<file path="src/rtl/modem_pkg.sv">
// Shared definitions for the modem transmit path: state encoding, default
// framing constants and the payload length clamp.
package modem_pkg;

  localparam int LEN_W = 10;

  localparam logic [2:0] ST_IDLE     = 3'd0;
  localparam logic [2:0] ST_PREAMBLE = 3'd1;
  localparam logic [2:0] ST_SYNC     = 3'd2;
  localparam logic [2:0] ST_PAYLOAD  = 3'd3;
  localparam logic [2:0] ST_CW       = 3'd4;
  localparam logic [2:0] ST_FLUSH    = 3'd5;
  localparam logic [2:0] ST_DONE     = 3'd6;

  localparam logic [7:0]  DEF_PREAMBLE_BYTE = 8'hAA;
  localparam logic [15:0] DEF_SYNC_WORD     = 16'h2DD4;
  localparam int          DEF_MAX_LEN       = 1000;

  // Limit a requested payload length to the message RAM size.
  function automatic logic [LEN_W-1:0] clamp_len(input logic [LEN_W-1:0] len,
                                                 input int max_len);
    if (int'(len) > max_len) return LEN_W'(max_len);
    return len;
  endfunction

endpackage

</file>
<file path="src/rtl/tx_bit_shifter.sv">
// 8-bit load/shift register presenting its MSB, with a down-counter of the
// bits still to follow the current one (terminal count 0 = last bit).
module tx_bit_shifter (
  input  logic       clk,
  input  logic       reset,
  input  logic       load,
  input  logic [7:0] load_byte,
  input  logic       shift,
  output logic       msb,
  output logic       first_bit,
  output logic       last_bit
);

  logic [7:0] shreg;
  logic [2:0] bit_cnt;

  // Load wins over shift so a new byte can replace the last bit on the consuming edge.
  always_ff @(posedge clk) begin
    if (reset) begin
      shreg   <= '0;
      bit_cnt <= '0;
    end else if (load) begin
      shreg   <= load_byte;
      bit_cnt <= 3'd7;
    end else if (shift) begin
      shreg   <= {shreg[6:0], 1'b0};
      bit_cnt <= bit_cnt - 3'd1;
    end
  end

  assign msb       = shreg[7];
  assign first_bit = (bit_cnt == 3'd7);
  assign last_bit  = (bit_cnt == 3'd0);

endmodule

</file>
<file path="src/rtl/tx_sequencer.sv">
// Transmit frame sequencer: preamble, sync word and RAM payload streamed MSB
// first to the modulator, or an unmodulated carrier burst, then a flush wait.
//
// state    | meaning
// ---------+--------------------------------------------------------------
// IDLE     | waiting for a rising edge of i_transmit
// PREAMBLE | shifting out PREAMBLE_BYTES copies of PREAMBLE_BYTE
// SYNC     | shifting out SYNC_WORD; payload byte 0 is prefetched on entry
// PAYLOAD  | shifting out RAM bytes, prefetching one byte ahead
// CW       | carrier only, counting length*8 bit requests
// FLUSH    | waiting for the modulator to finish its last symbol
// DONE     | one-cycle completion pulse
module tx_sequencer
  import modem_pkg::*;
#(
  parameter int          PREAMBLE_BYTES = 4,
  parameter logic [7:0]  PREAMBLE_BYTE  = DEF_PREAMBLE_BYTE,
  parameter logic [15:0] SYNC_WORD      = DEF_SYNC_WORD,
  parameter int          MAX_LEN        = DEF_MAX_LEN
) (
  input  logic       clk,
  input  logic       reset,
  input  logic       i_transmit,
  input  logic       i_cw,
  input  logic [9:0] i_msg_length,
  output logic       o_ram_rd,
  output logic [9:0] o_ram_addr,
  input  logic [7:0] i_ram_data,
  input  logic       i_bit_req,
  output logic       o_bit,
  output logic       o_bit_valid,
  output logic       o_cw,
  output logic       o_tx_en,
  input  logic       i_mod_idle,
  output logic       o_tx_done,
  output logic       o_busy
);

  localparam logic [9:0] PRE_LAST = 10'(PREAMBLE_BYTES - 1);

  logic [2:0]  state, state_nx;
  logic        bit_valid, valid_nx;
  logic [9:0]  byte_cnt, byte_cnt_nx;
  logic [12:0] cw_cnt, cw_cnt_nx;
  logic [9:0]  len_q, len_in;
  logic [9:0]  rd_addr, reads_left;
  logic        ram_rd, rd_q;
  logic [9:0]  ram_addr;
  logic [7:0]  next_byte;
  logic        next_full;
  logic        transmit_q, start_armed;
  logic        load, shift, issue_rd, take_next;
  logic [7:0]  load_byte;
  logic        msb, first_bit, last_bit;
  logic        consume, last_consumed, start, in_frame;

  assign len_in        = clamp_len(i_msg_length, MAX_LEN);
  // start_armed keeps a level held high through reset from looking like an edge
  assign start         = i_transmit & ~transmit_q & start_armed;
  assign consume       = i_bit_req & bit_valid;
  assign last_consumed = consume & last_bit;
  assign in_frame      = (state != ST_IDLE) && (state != ST_DONE);

  tx_bit_shifter u_shifter (
    .clk       (clk),
    .reset     (reset),
    .load      (load),
    .load_byte (load_byte),
    .shift     (shift),
    .msb       (msb),
    .first_bit (first_bit),
    .last_bit  (last_bit)
  );

  // Next-state, byte-stream and prefetch decisions.
  always_comb begin
    state_nx    = state;
    valid_nx    = bit_valid;
    byte_cnt_nx = byte_cnt;
    cw_cnt_nx   = cw_cnt;
    load        = 1'b0;
    load_byte   = next_byte;
    shift       = consume;
    issue_rd    = 1'b0;
    take_next   = 1'b0;
    case (state)
      ST_IDLE: begin
        if (start) begin
          if (i_cw) begin
            state_nx  = ST_CW;
            cw_cnt_nx = {len_in, 3'b000};
          end else begin
            state_nx    = ST_PREAMBLE;
            load        = 1'b1;
            load_byte   = PREAMBLE_BYTE;
            valid_nx    = 1'b1;
            byte_cnt_nx = PRE_LAST;
          end
        end
      end
      ST_PREAMBLE: begin
        if (last_consumed) begin
          load = 1'b1;
          if (byte_cnt != '0) begin
            load_byte   = PREAMBLE_BYTE;
            byte_cnt_nx = byte_cnt - 10'd1;
          end else begin
            load_byte   = SYNC_WORD[15:8];
            byte_cnt_nx = 10'd1;
            state_nx    = ST_SYNC;
            issue_rd    = (len_q != '0);
          end
        end
      end
      ST_SYNC: begin
        if (last_consumed) begin
          if (byte_cnt != '0) begin
            load        = 1'b1;
            load_byte   = SYNC_WORD[7:0];
            byte_cnt_nx = '0;
          end else if (len_q == '0) begin
            state_nx = ST_FLUSH;
            valid_nx = 1'b0;
          end else begin
            state_nx    = ST_PAYLOAD;
            byte_cnt_nx = len_q - 10'd1;
            load        = next_full;
            take_next   = next_full;
            valid_nx    = next_full;
          end
        end
      end
      ST_PAYLOAD: begin
        issue_rd = consume & first_bit & (reads_left != '0);
        if (!bit_valid) begin
          if (next_full) begin
            load      = 1'b1;
            take_next = 1'b1;
            valid_nx  = 1'b1;
          end
        end else if (last_consumed) begin
          if (byte_cnt == '0) begin
            state_nx = ST_FLUSH;
            valid_nx = 1'b0;
          end else begin
            byte_cnt_nx = byte_cnt - 10'd1;
            load        = next_full;
            take_next   = next_full;
            valid_nx    = next_full;
          end
        end
      end
      ST_CW: begin
        if (cw_cnt == '0) begin
          state_nx = ST_FLUSH;
        end else if (i_bit_req) begin
          cw_cnt_nx = cw_cnt - 13'd1;
          if (cw_cnt == 13'd1) state_nx = ST_FLUSH;
        end
      end
      ST_FLUSH: begin
        if (i_mod_idle) state_nx = ST_DONE;
      end
      ST_DONE: state_nx = ST_IDLE;
      default: state_nx = ST_IDLE;
    endcase
    // Dropping the request mid-frame abandons the frame silently.
    if (in_frame && !i_transmit) begin
      state_nx = ST_IDLE;
      valid_nx = 1'b0;
      issue_rd = 1'b0;
      load     = 1'b0;
    end
  end

  // State, counters, RAM read port and the one-byte prefetch register.
  always_ff @(posedge clk) begin
    if (reset) begin
      state       <= ST_IDLE;
      bit_valid   <= 1'b0;
      byte_cnt    <= '0;
      cw_cnt      <= '0;
      len_q       <= '0;
      rd_addr     <= '0;
      reads_left  <= '0;
      ram_rd      <= 1'b0;
      ram_addr    <= '0;
      rd_q        <= 1'b0;
      next_byte   <= '0;
      next_full   <= 1'b0;
      transmit_q  <= 1'b0;
      start_armed <= 1'b0;
    end else begin
      state      <= state_nx;
      bit_valid  <= valid_nx;
      byte_cnt   <= byte_cnt_nx;
      cw_cnt     <= cw_cnt_nx;
      transmit_q <= i_transmit;
      if (!i_transmit) start_armed <= 1'b1;
      ram_rd <= issue_rd;
      if (issue_rd) begin
        ram_addr   <= rd_addr;
        rd_addr    <= rd_addr + 10'd1;
        reads_left <= reads_left - 10'd1;
      end
      rd_q <= ram_rd;
      if (take_next) next_full <= 1'b0;
      if (rd_q) begin
        next_byte <= i_ram_data;
        next_full <= 1'b1;
      end
      if (state == ST_IDLE && start) begin
        len_q      <= len_in;
        rd_addr    <= '0;
        reads_left <= len_in;
        next_full  <= 1'b0;
      end
    end
  end

  assign o_ram_rd    = ram_rd;
  assign o_ram_addr  = ram_addr;
  assign o_bit       = bit_valid & msb;
  assign o_bit_valid = bit_valid | (state == ST_CW);
  assign o_cw        = (state == ST_CW);
  assign o_tx_en     = in_frame;
  assign o_busy      = (state != ST_IDLE);
  assign o_tx_done   = (state == ST_DONE);

endmodule
</file>
<file path="config.mk">
export PLATFORM = sky130hd
export DESIGN_NAME = tx_sequencer
export DESIGN_NICKNAME = d
export VERILOG_FILES = /design/src/rtl/modem_pkg.sv /design/src/rtl/tx_bit_shifter.sv /design/src/rtl/tx_sequencer.sv
export SDC_FILE = /design/constraint.sdc
export NUM_CORES = 1
export LEC_CHECK = 0
export CAP_MARGIN = 10
export CORE_AREA = 2 2 129 131
export CTS_BUF_LIST = sky130_fd_sc_hd__clkbuf_4
export CTS_CLUSTER_DIAMETER = 30
export DETAILED_ROUTE_END_ITERATION = 8
export DIE_AREA = 0 0 131 133
export DONT_BUFFER_PORTS = 1
export SLEW_MARGIN = 20
export SYNTH_ARGS = -nofsm -noshare
export SYNTH_HDL_FRONTEND = slang
export SYNTH_HIERARCHICAL = 1
export SYNTH_SLANG_ARGS = --single-unit
</file>
<file path="constraint.sdc">
create_clock -name clk -period 5.69 [get_ports clk]
set_input_delay 0.569 -clock clk [delete_from_list [all_inputs] [get_ports clk]]
set_output_delay 0.569 -clock clk [all_outputs]
set_load 0.1 [all_outputs]
</file>
==> results of run 1 <==
==> per-stage QoR <==
stage	setup slack (ns)	area (um^2)	power, W	instances
after floorplan	2.645	5164	0.0009137	645
after global placement	2.375	5301	0.0009504	831
after detailed placement	2.360	5301	0.0009505	831
after CTS	1.997	5420	0.001291	847
after global routing	1.764	5423	0.001355	848
final	1.962	5423	0.001279	848
==> worst min-delay path by stage <==
stage	cells past startpoint	to	slack [ns]	from
finish	1	u_shifter/bit_cnt[2]$_SDFFE_PP0P_	0.17	reset
global route	1	o_ram_addr[9]$_SDFFE_PP0P_	0.12	reset
CTS	1	start_armed$_SDFFE_PP0N_	0.14	reset
detailed placement	2	start_armed$_SDFFE_PP0N_	0.46	start_armed$_SDFFE_PP0N_
global placement	2	start_armed$_SDFFE_PP0N_	0.45	start_armed$_SDFFE_PP0N_
floorplan	2	start_armed$_SDFFE_PP0N_	0.44	start_armed$_SDFFE_PP0N_
==> logic make-up (layout without fill, tap and decap cells) <==
| family | count (synthesis) | after routing | share of synthesized area, % |
|---|---|---|---|
| xor+xnor | 25 | 25 | 4.240 |
| flops | 91 | 91 | 35.28 |
| simple gates | 258 | 258 | 24.76 |
| fa+ha+maj | 13 | 13 | 3.150 |
| other cells | 0 | 1 | 0 |
| buf+inv | 61 | 43 | 4.919 |
| compound gates | 170 | 170 | 22.41 |
| mux | 27 | 27 | 5.234 |
==> state kept, by name, indices dropped and copies added (netlist names), 3 cells and up <==
name / count
byte_cnt: 10
reads_left: 10
rd_addr: 10
u_shifter/shreg: 8
state: 3
cw_cnt: 13
len_q: 10
o_ram_addr: 10
next_byte: 8
u_shifter/bit_cnt: 3
==> synth_stat cells (all sizes together) (8+ instances only) <==
| master | number | area, um^2 |
|---|---|---|
| a211oi | 22 | 165.2 |
| a21oi | 37 | 188.9 |
| a22o | 11 | 102.6 |
| a22oi | 10 | 75.07 |
| buf | 14 | 77.57 |
| clkbuf | 22 | 82.58 |
| dfxtp | 91 | 1822 |
| ha | 13 | 162.7 |
| inv | 25 | 93.84 |
| mux2i | 27 | 270.3 |
| nand2 | 60 | 225.2 |
| nand2b | 8 | 52.55 |
| nand3 | 14 | 70.07 |
| nand4 | 8 | 65.06 |
| nor2 | 86 | 322.8 |
| nor2b | 16 | 100.1 |
| nor3 | 20 | 105.1 |
| nor4 | 9 | 71.32 |
| o21ai | 34 | 170.2 |
| o22ai | 12 | 75.07 |
| or3 | 9 | 56.30 |
| xnor2 | 20 | 175.2 |
==> where the power goes <==
part / leakage (nW) / internal [W] / switching, W
Combinational: 1.04 / 0.0000869 / 0.000166
Sequential: 0.737 / 0.000658 / 0.0000286
Clock: 0.0700 / 0.0000943 / 0.000245
==> area by class of cell <==
type                    count  area share [%]
clock inverters             7          0.9460
well taps                 220           5.076
flip-flops and latches     91           33.59
diodes                      1         0.04615
inverters                  25           1.731
repair buffers              2          0.2769
multi-input cells         493           57.08
clock buffers               9           1.246
==> layer usage <==
layer / track usage, % / routed length, um
met3: 4.731 / 798
met2: 22.57 / 5807
met5: 0 / 0
met4: 5.496 / 296
met1: 20.99 / 5941
==> metrics.md, run 1 <==
| Metric | Value |
|---|---|
| Buf/Inv on CP | `0` |
| Row count | `47` |
| Required @ worst endpoint | `5.12 ns` |
| Slew Viols, Final | `0` |
| Seq. cell area | `0.001822 mm^2` |
| Synth warn | `6` |
| GRT Total Usage | `15.31%` |
| Worst slew pin tran | `1.169 ns` |
| Initial antenna violation count | `1` |
| Post-synth top flop | `dfxtp_1` |
| Min cycle time layout | `3.728 ns` |
| Final wirelength | `12840 um` |
| Slack of the worst reg-to-reg path | `2.21 ns` |
| Full die area | `0.01742 mm^2` |
| CTS Buffer Depth | `2` |
| Layout Nets | `659` |
| Mapped Area | `0.005164 mm^2` |
| Final-report setup violation count | `0` |
| Synthesized flop and latch total | `91` |
| Clock Pin Slew Worst Setup and Hold Paths | `0.15 ns` |
| Hold buffers post-CTS | `0` |
| Port Buffer Count | `0` |
| Core area | `0.01617 mm^2` |
| Multi-input combinational cell area | `0.003095 mm^2` |
| Most frequent cells in the layout | `dfxtp_1, nor2_1, nand2_1` |
| Fmax | `0.2682 GHz` |
| Root Buffer | `clkbuf_4` |
| FF-to-FF End | `state[2]$_SDFFE_PP0P_` |
| Stages on worst setup path | `3` |
| CP endpoint | `o_tx_en` |
| Largest net degree at the start of global routing | `79` |
| Post-Syn Nets | `682` |
| Routed vias/inst | `5.358` |
| Number of I/O pins | `41` |
| Slew headroom | `21.96%` |
| Grt total ovfl | `0` |
| Initial DRC Count | `326` |
| DIE HEIGHT | `133 um` |
| First-pass GRT wire length | `21470 um` |
| Cell family with most CP delay | `simple AND/OR/NAND/NOR gates` |
| Hold WC Path Type | `in -> reg` |
| Max_cap viols | `0` |
| Total number of vias | `4544` |
| Peak VDD IR | `0.08558 mV` |
| Crit path launch type | `register` |
| Final worst path period share | `65.53%` |
| Worst clock skew | `0.01171 ns` |
| Mapped Cells | `645` |
| Vias in the first global route | `4148` |
| Crit path from | `state[1]$_SDFFE_PP0P_` |
| Setup_tns | `0 ns` |
| Drt pass-1 iters | `4` |
| H-tree depth | `3` |
| Register area share after synthesis | `35.28%` |
| Worst Hold Slack | `0.1655 ns` |
| Hold Fails Final Rpt | `0` |
| Max FO, Critical Path | `23` |
| Post-CTS Setup Bufs | `0` |
| RD Place Congestion | `0.8449` |
| Finished Core Util | `33.53%` |
| Layout cells sized above 1 | `5.423%` |
| Critical path class | `reg -> out` |
| Unrepaired setup endpoints after global routing | `false` |
| CTS buffer count | `9` |
| Post-DP HPWL | `9097 um` |
| Synth cell types | `67` |
| Arrival @ worst endpoint | `3.16 ns` |
| Slowest CP cell | `and2_1` |
| TritonCTS clock tree | `done` |
| R2R cell count | `6` |
| Outcome | `complete, no violations` |
| Worst Setup End Kind | `primary output` |
| Critical path, cell by cell | `nor2b_1 > and2_1 > nor2_2` |
| Static leakage | `1.848 nW` |
| Number of enable flip-flop cells after synthesis | `0` |
| Post-CTS Resized | `0` |
| CP max stage delay | `0.92 ns` |
| Layout filler cell count | `1714` |
| Initial Util | `31.93%` |
| Sinks on Clock Net | `91` |
| Worst-Skew Late Latency | `0.46 ns` |
| Power per Cell Area | `235.8 mW/mm^2` |
| Crit Reg-Reg Startpoint | `state[1]$_SDFFE_PP0P_` |
| Async set-reset flop share out of synthesis | `0%` |
| ANT nets after route | `0` |
| Die Width | `131 um` |
| Commonest non-fill, non-tap cell in the layout | `dfxtp_1` |
| # DRC | `0` |
| DR WL/cell | `15.15 um` |
| Layout overhead on the synthesized area | `5.016%` |
| Syn_area_per_cell | `8.006 um^2` |
(Power assumes the default switching activity.)
==> run 2, diff against run 1 <==
==> constraint.sdc (replaced) <==
create_clock -name clk -period 3.3 [get_ports clk]
set_input_delay 0.33 -clock clk [delete_from_list [all_inputs] [get_ports clk]]
set_output_delay 0.33 -clock clk [all_outputs]
set_load 0.1 [all_outputs]
==> run 2 against run 1 <==
Net effect:
- core utilization rose by 2.1 points
- sequential power increased by 70%
- power is 76% higher
- register-to-register slack got worse by 1.7 ns
- setup slack worse by 1.5 ns
- critical path depth grew 6
- critical path type is now reg -> reg
==> metrics.md, run 2 (synthesis gave the netlist of run 1 again) <==
| Metric | Value |
|---|---|
| Outcome | `complete, no violations` |
| CTS buffer count | `9` |
| Slew headroom | `33.71%` |
| Arrival @ worst endpoint | `3.18 ns` |
| Post-CTS Setup Bufs | `0` |
| Worst-Skew Late Latency | `0.47 ns` |
| Layout overhead on the synthesized area | `11.53%` |
| Crit path launch type | `register` |
| Sinks on Clock Net | `91` |
| TritonCTS clock tree | `done` |
| Hold_sp | `i_msg_length[8]` |
| Net Sw Frac | `34.08%` |
| Row count | `47` |
| Most frequent cells in the layout | `dfxtp_1, nor2_1, nand2_1` |
| Largest register by flop count | `cw_cnt` |
| Hold EP | `reads_left[8]$_SDFFE_PP0P_` |
| Critical path class | `reg -> reg` |
| Root Buffer | `clkbuf_4` |
| Post-CTS Resized | `0` |
| Power share of the clock group | `24.7%` |
| Largest net degree at the start of global routing | `69` |
| ANT nets after route | `0` |
| Clock Pin Slew Worst Setup and Hold Paths | `0.14 ns` |
| Vias in the first global route | `4439` |
| Max reg flops | `13` |
| Initial antenna violation count | `1` |
| Hold WC Path Type | `in -> reg` |
| Required @ worst endpoint | `3.67 ns` |
| Max_cap viols | `0` |
| H-tree depth | `3` |
| R2R cell count | `9` |
| Int Power | `0.001480 W` |
| Number of I/O pins | `41` |
| Max FO, Critical Path | `18` |
| Layout cells sized above 1 | `8.006%` |
| Crit Reg-Reg Startpoint | `u_shifter/bit_cnt[0]$_SDFFE_PP0P_` |
| Power after layout | `0.002245 W` |
| Final wirelength | `13320 um` |
| Routed vias/inst | `5.240` |
| GRT Total Usage | `16.21%` |
| Logic pwr share | `23.0%` |
| DIE HEIGHT | `133 um` |
| Port Buffer Count | `0` |
| # DRC | `0` |
| Total number of vias | `4627` |
| Switching power | `0.0007649 W` |
| Worst slew pin tran | `0.9930 ns` |
| Static leakage | `2.008 nW` |
| Core area | `0.01617 mm^2` |
| Power per Cell Area | `389.7 mW/mm^2` |
| Initial DRC Count | `270` |
| Post-DP HPWL | `9229 um` |
| Peak VDD IR | `0.2242 mV` |
| DR WL/cell | `15.08 um` |
| Fmax | `0.3552 GHz` |
| Worst clock skew | `0.01425 ns` |
| Grt total ovfl | `0` |
| Full die area | `0.01742 mm^2` |
| Layout Nets | `695` |
| Min cycle time layout | `2.815 ns` |
| Final worst path period share | `85.31%` |
| Commonest non-fill, non-tap cell in the layout | `dfxtp_1` |
| Unrepaired setup endpoints after global routing | `false` |
| CTS Buffer Depth | `2` |
| Reg power frac | `52.2%` |
| RD Place Congestion | `0.8888` |
| Die Width | `131 um` |
| Hold Fails Final Rpt | `0` |
| Final-report setup violation count | `0` |
| First-pass GRT wire length | `22470 um` |
| Initial Util | `31.93%` |
| FF-to-FF End | `rd_addr[1]$_SDFFE_PP0P_` |
| Drt pass-1 iters | `5` |
| Slew Viols, Final | `0` |
| Worst Setup End Kind | `register` |
| Hold path cells | `2` |
| Setup_tns | `0 ns` |
| Slack of the worst reg-to-reg path | `0.48 ns` |
## run 2: changes by cell type in the layout (fill, tap and decap cells not counted), sizes merged
cell	delta
inv	-1
clkinvlp	+2
dlygate4sd3	+17
buf	+19
clkinv	-2
## run 2: worst max-delay path by stage
stage / startpoint / endpoint / slack [ns] / depth (start not counted)
6_report: u_shifter/bit_cnt[0]$_SDFFE_PP0P_ / rd_addr[1]$_SDFFE_PP0P_ / 0.48 / 9
5_1_grt: u_shifter/bit_cnt[0]$_SDFFE_PP0P_ / o_ram_addr[5]$_SDFFE_PP0P_ / 0.18 / 9
4_1_cts: len_q[0]$_SDFFE_PP0P_ / u_shifter/shreg[6]$_SDFFE_PP0P_ / 0.29 / 9
3_5_place_dp: len_q[0]$_SDFFE_PP0P_ / u_shifter/shreg[6]$_SDFFE_PP0P_ / 0.32 / 9
3_3_place_gp: len_q[0]$_SDFFE_PP0P_ / u_shifter/shreg[5]$_SDFFE_PP0P_ / 0.50 / 9
2_1_floorplan: state[1]$_SDFFE_PP0P_ / state[0]$_SDFFE_PP0P_ / 0.25 / 6
## run 2: worst max-delay path: stages, from the launching register on
cell,delay [ns]
dfxtp_1,0.36
inv_1,0.08
ha_1,0.14
nor2b_1,0.20
nand3_1,0.17
nor2_1,0.29
nand4_4,0.32
a21oi_2,0.83
mux2i_1,0.27
nor2_1,0.05
## run 2: routing by layer
layer	up-vias	track usage, %	part of all wire [%]
li1	2355	-	-
met1	2156	21.73	48
met2	96	25.47	45
met3	20	3.478	4.0
met4	0	5.969	2.3
met5	-	0	0
## run 2: power by group through the flow
stage	clock [W]	sequential [W]	combinational, W
finish	0.000555	0.00117	0.000517
global route	0.000630	0.00118	0.000573
CTS	0.000586	0.00117	0.000516
detailed placement	0	0.00120	0.000478
global placement	0	0.00120	0.000475
floorplan	0	0.00119	0.000390
## run 2: what timing repair did
item,4_1_cts,5_1_grt
hold buffers,18,0
setup endpoints to repair,0,0
endpoints found under the hold margin,69,0
## run 2: cell type report
cell class | count | area, um^2
diodes | 1 | 2.502
flip-flops and latches | 91 | 1822
repair buffers | 38 | 347.8
fillers | 1719 | 10410
clock buffers | 9 | 67.56
multi-input cells | 493 | 3109
clock inverters | 6 | 41.29
well taps | 220 | 275.3
inverters | 25 | 93.84
## run 2: metrics by stage
| stage | util (%) | hold slack [ns] | cell area [um^2] | setup WS (ns) | cells |
|---|---|---|---|---|---|
| global route | 35.61 | 0.01682 | 5759 | 0.1807 | 883 |
| floorplan | - | 0.4078 | 5164 | 0.2547 | 645 |
| global placement | 33.62 | 0.4188 | 5436 | 0.5013 | 849 |
| detailed placement | 33.66 | 0.4204 | 5444 | 0.3219 | 849 |
| CTS | 35.56 | 0.01987 | 5751 | 0.2885 | 882 |
| finish | 35.61 | 0.04825 | 5759 | 0.4849 | 883 |
==> run 3, diff against run 2 <==
--- a/config.mk
+++ b/config.mk
@@ -5,13 +5,13 @@
 export SDC_FILE = /design/constraint.sdc
 export NUM_CORES = 1
 export LEC_CHECK = 0
-export CAP_MARGIN = 10
 export CORE_AREA = 2 2 129 131
 export CTS_BUF_LIST = sky130_fd_sc_hd__clkbuf_4
 export CTS_CLUSTER_DIAMETER = 30
 export DETAILED_ROUTE_END_ITERATION = 8
 export DIE_AREA = 0 0 131 133
 export DONT_BUFFER_PORTS = 1
+export RECOVER_POWER = 100
 export SLEW_MARGIN = 20
 export SYNTH_ARGS = -nofsm -noshare
 export SYNTH_HDL_FRONTEND = slang
==> run 3 against run 2 <==
Net effect:
- non-clock buffer count unchanged
- combinational power down 4.1%
- fmax down 2.7%
- sequential cell count unchanged
- die area unchanged
- cell area down 1.4%
- clock power up 0.9%
- worst hold slack worse by 0.0062 ns
- sequential share of layout area up 0.45 points
- critical path depth down 4
- via count about the same
- register-to-register slack worse by 0.05 ns
- largest cell class unchanged
==> metrics.md, run 3 (synthesis gave the netlist of run 1 again) <==
| Metric | Value |
|---|---|
| Port Buffer Count | `0` |
| Slew Viols, Final | `0` |
| Initial DRC Count | `260` |
| Arrival @ worst endpoint | `2.56 ns` |
| Commonest non-fill, non-tap cell in the layout | `dfxtp_1` |
| Final worst path period share | `87.64%` |
| Met2 WL post-DR | `6070 um` |
| Metal3 WL | `514 um` |
| Max FO, Critical Path | `18` |
| Crit path launch type | `register` |
| ANT nets after route | `0` |
| Fmax | `0.3458 GHz` |
| Unrepaired setup endpoints after global routing | `false` |
| # DRC | `0` |
| Largest register by flop count | `cw_cnt` |
| Outcome | `complete, no violations` |
| Layout cells sized above 1 | `6.798%` |
| Total number of vias | `4630` |
| RD Place Congestion | `0.8888` |
| Routed vias/inst | `5.243` |
| Grt total ovfl | `0` |
| DRT met1 WL | `6417 um` |
| Worst-Skew Late Latency | `0.48 ns` |
| Setup ws final | `0.4078 ns` |
| CTS Buffer Depth | `2` |
| Hold Fails Final Rpt | `0` |
| Dpl cell area | `0.005444 mm^2` |
| H-tree depth | `3` |
| DIE HEIGHT | `133 um` |
| Slew headroom | `4.074%` |
| Root Buffer | `clkbuf_4` |
| Initial antenna violation count | `1` |
| Post-CTS Resized | `0` |
| Final-report setup violation count | `0` |
| Row count | `47` |
| Vias in the first global route | `4439` |
| Max_cap viols | `0` |
| Critical path class | `reg -> out` |
| Max reg flops | `13` |
| Final instance area | `0.005678 mm^2` |
| GRT Total Usage | `16.21%` |
| Post-Place Setup Slack | `0.3219 ns` |
| First-pass GRT wire length | `22470 um` |
| Max Used Layer | `met4` |
| Power per Cell Area | `392.5 mW/mm^2` |
| Worst Setup End Kind | `primary output` |
| Layout overhead on the synthesized area | `9.959%` |
| Full die area | `0.01742 mm^2` |
| Largest net degree at the start of global routing | `69` |
| Post-DP HPWL | `9229 um` |
| Number of I/O pins | `41` |
| Drt pass-1 iters | `5` |
| DR WL/cell | `15.08 um` |
| Setup_tns | `0 ns` |
| Die Width | `131 um` |
| Sinks on Clock Net | `91` |
| Layout filler cell count | `1736` |
| CTS buffer count | `9` |
| Initial Util | `31.93%` |
| Peak VDD IR | `0.2159 mV` |
| Worst clock skew | `0.01723 ns` |
| Core area | `0.01617 mm^2` |
| Final wirelength | `13320 um` |
| Required @ worst endpoint | `2.97 ns` |
| Min cycle time layout | `2.892 ns` |
| Hold WC Path Type | `in -> reg` |
| Worst slew pin tran | `1.439 ns` |
| Clock Pin Slew Worst Setup and Hold Paths | `0.15 ns` |
| TritonCTS clock tree | `done` |
| Most frequent cells in the layout | `dfxtp_1, nor2_1, nand2_1` |
| Static leakage | `1.973 nW` |
| Layout Nets | `695` |
run 3: cell count changes in the layout (fill, tap and decap cells not counted), sizes merged:
cell | before | now
buf | 21 | 11
clkbuf | 9 | 19
run 3: final cells by class:
class / count / area (um^2) / share of cell area [%]
clock buffers: 9 / 67.56 / 1.190
multi-input cells: 493 / 3082 / 54.28
flip-flops and latches: 91 / 1822 / 32.08
clock inverters: 6 / 41.29 / 0.7272
diodes: 1 / 2.502 / 0.04407
repair buffers: 38 / 294.0 / 5.178
inverters: 25 / 93.84 / 1.653
well taps: 220 / 275.3 / 4.848
run 3: power breakdown:
| part | switching [W] | internal, W | total, W |
|---|---|---|---|
| clock network | 0.000408 | 0.000152 | 0.000560 |
| registers | 0.0000376 | 0.00114 | 0.00117 |
| logic | 0.000318 | 0.000178 | 0.000496 |
| total | 0.000763 | 0.00147 | 0.00223 |
run 3: final timing paths:
path | from | to | slack, ns | cells past startpoint
min | i_msg_length[8] | reads_left[8]$_SDFFE_PP0P_ | 0.04 | 2
max | state[2]$_SDFFE_PP0P_ | o_tx_en | 0.41 | 5
min reg2reg | start_armed$_SDFFE_PP0N_ | start_armed$_SDFFE_PP0N_ | 0.48 | 2
max reg2reg | u_shifter/bit_cnt[0]$_SDFFE_PP0P_ | o_ram_addr[0]$_SDFFE_PP0P_ | 0.43 | 9
run 3: stage by stage:
stage               hold WS [ns]  util, %  power (W)  cells
floorplan                 0.4078        -   0.001576    645
global placement          0.4188    33.62   0.001671    849
detailed placement        0.4204    33.66   0.001674    849
CTS                      0.01987    35.56   0.002274    882
global route             0.01682    35.11   0.002363    883
finish                   0.04208    35.11   0.002229    883
run 3: worst max-delay path: stages, from the launching register on:
cell and delay, ns:
dfxtp_1 0.44, clkbuf_1 0.57, nor3_1 0.19, clkbuf_1 0.18, nor2_1 0.23, buf_2 0.48
run 3: per-layer routing:
layer / track usage [%] / vias to the layer above
met5: 0 / -
met3: 3.478 / 20
met2: 25.47 / 88
met4: 5.969 / 0
met1: 21.73 / 2167
li1: - / 2355
run 3: timing repair:
action	CTS	global route
buffers inserted	0	0
setup endpoints to repair	0	0
hold endpoints to repair	69	0
hold buffers	18	0
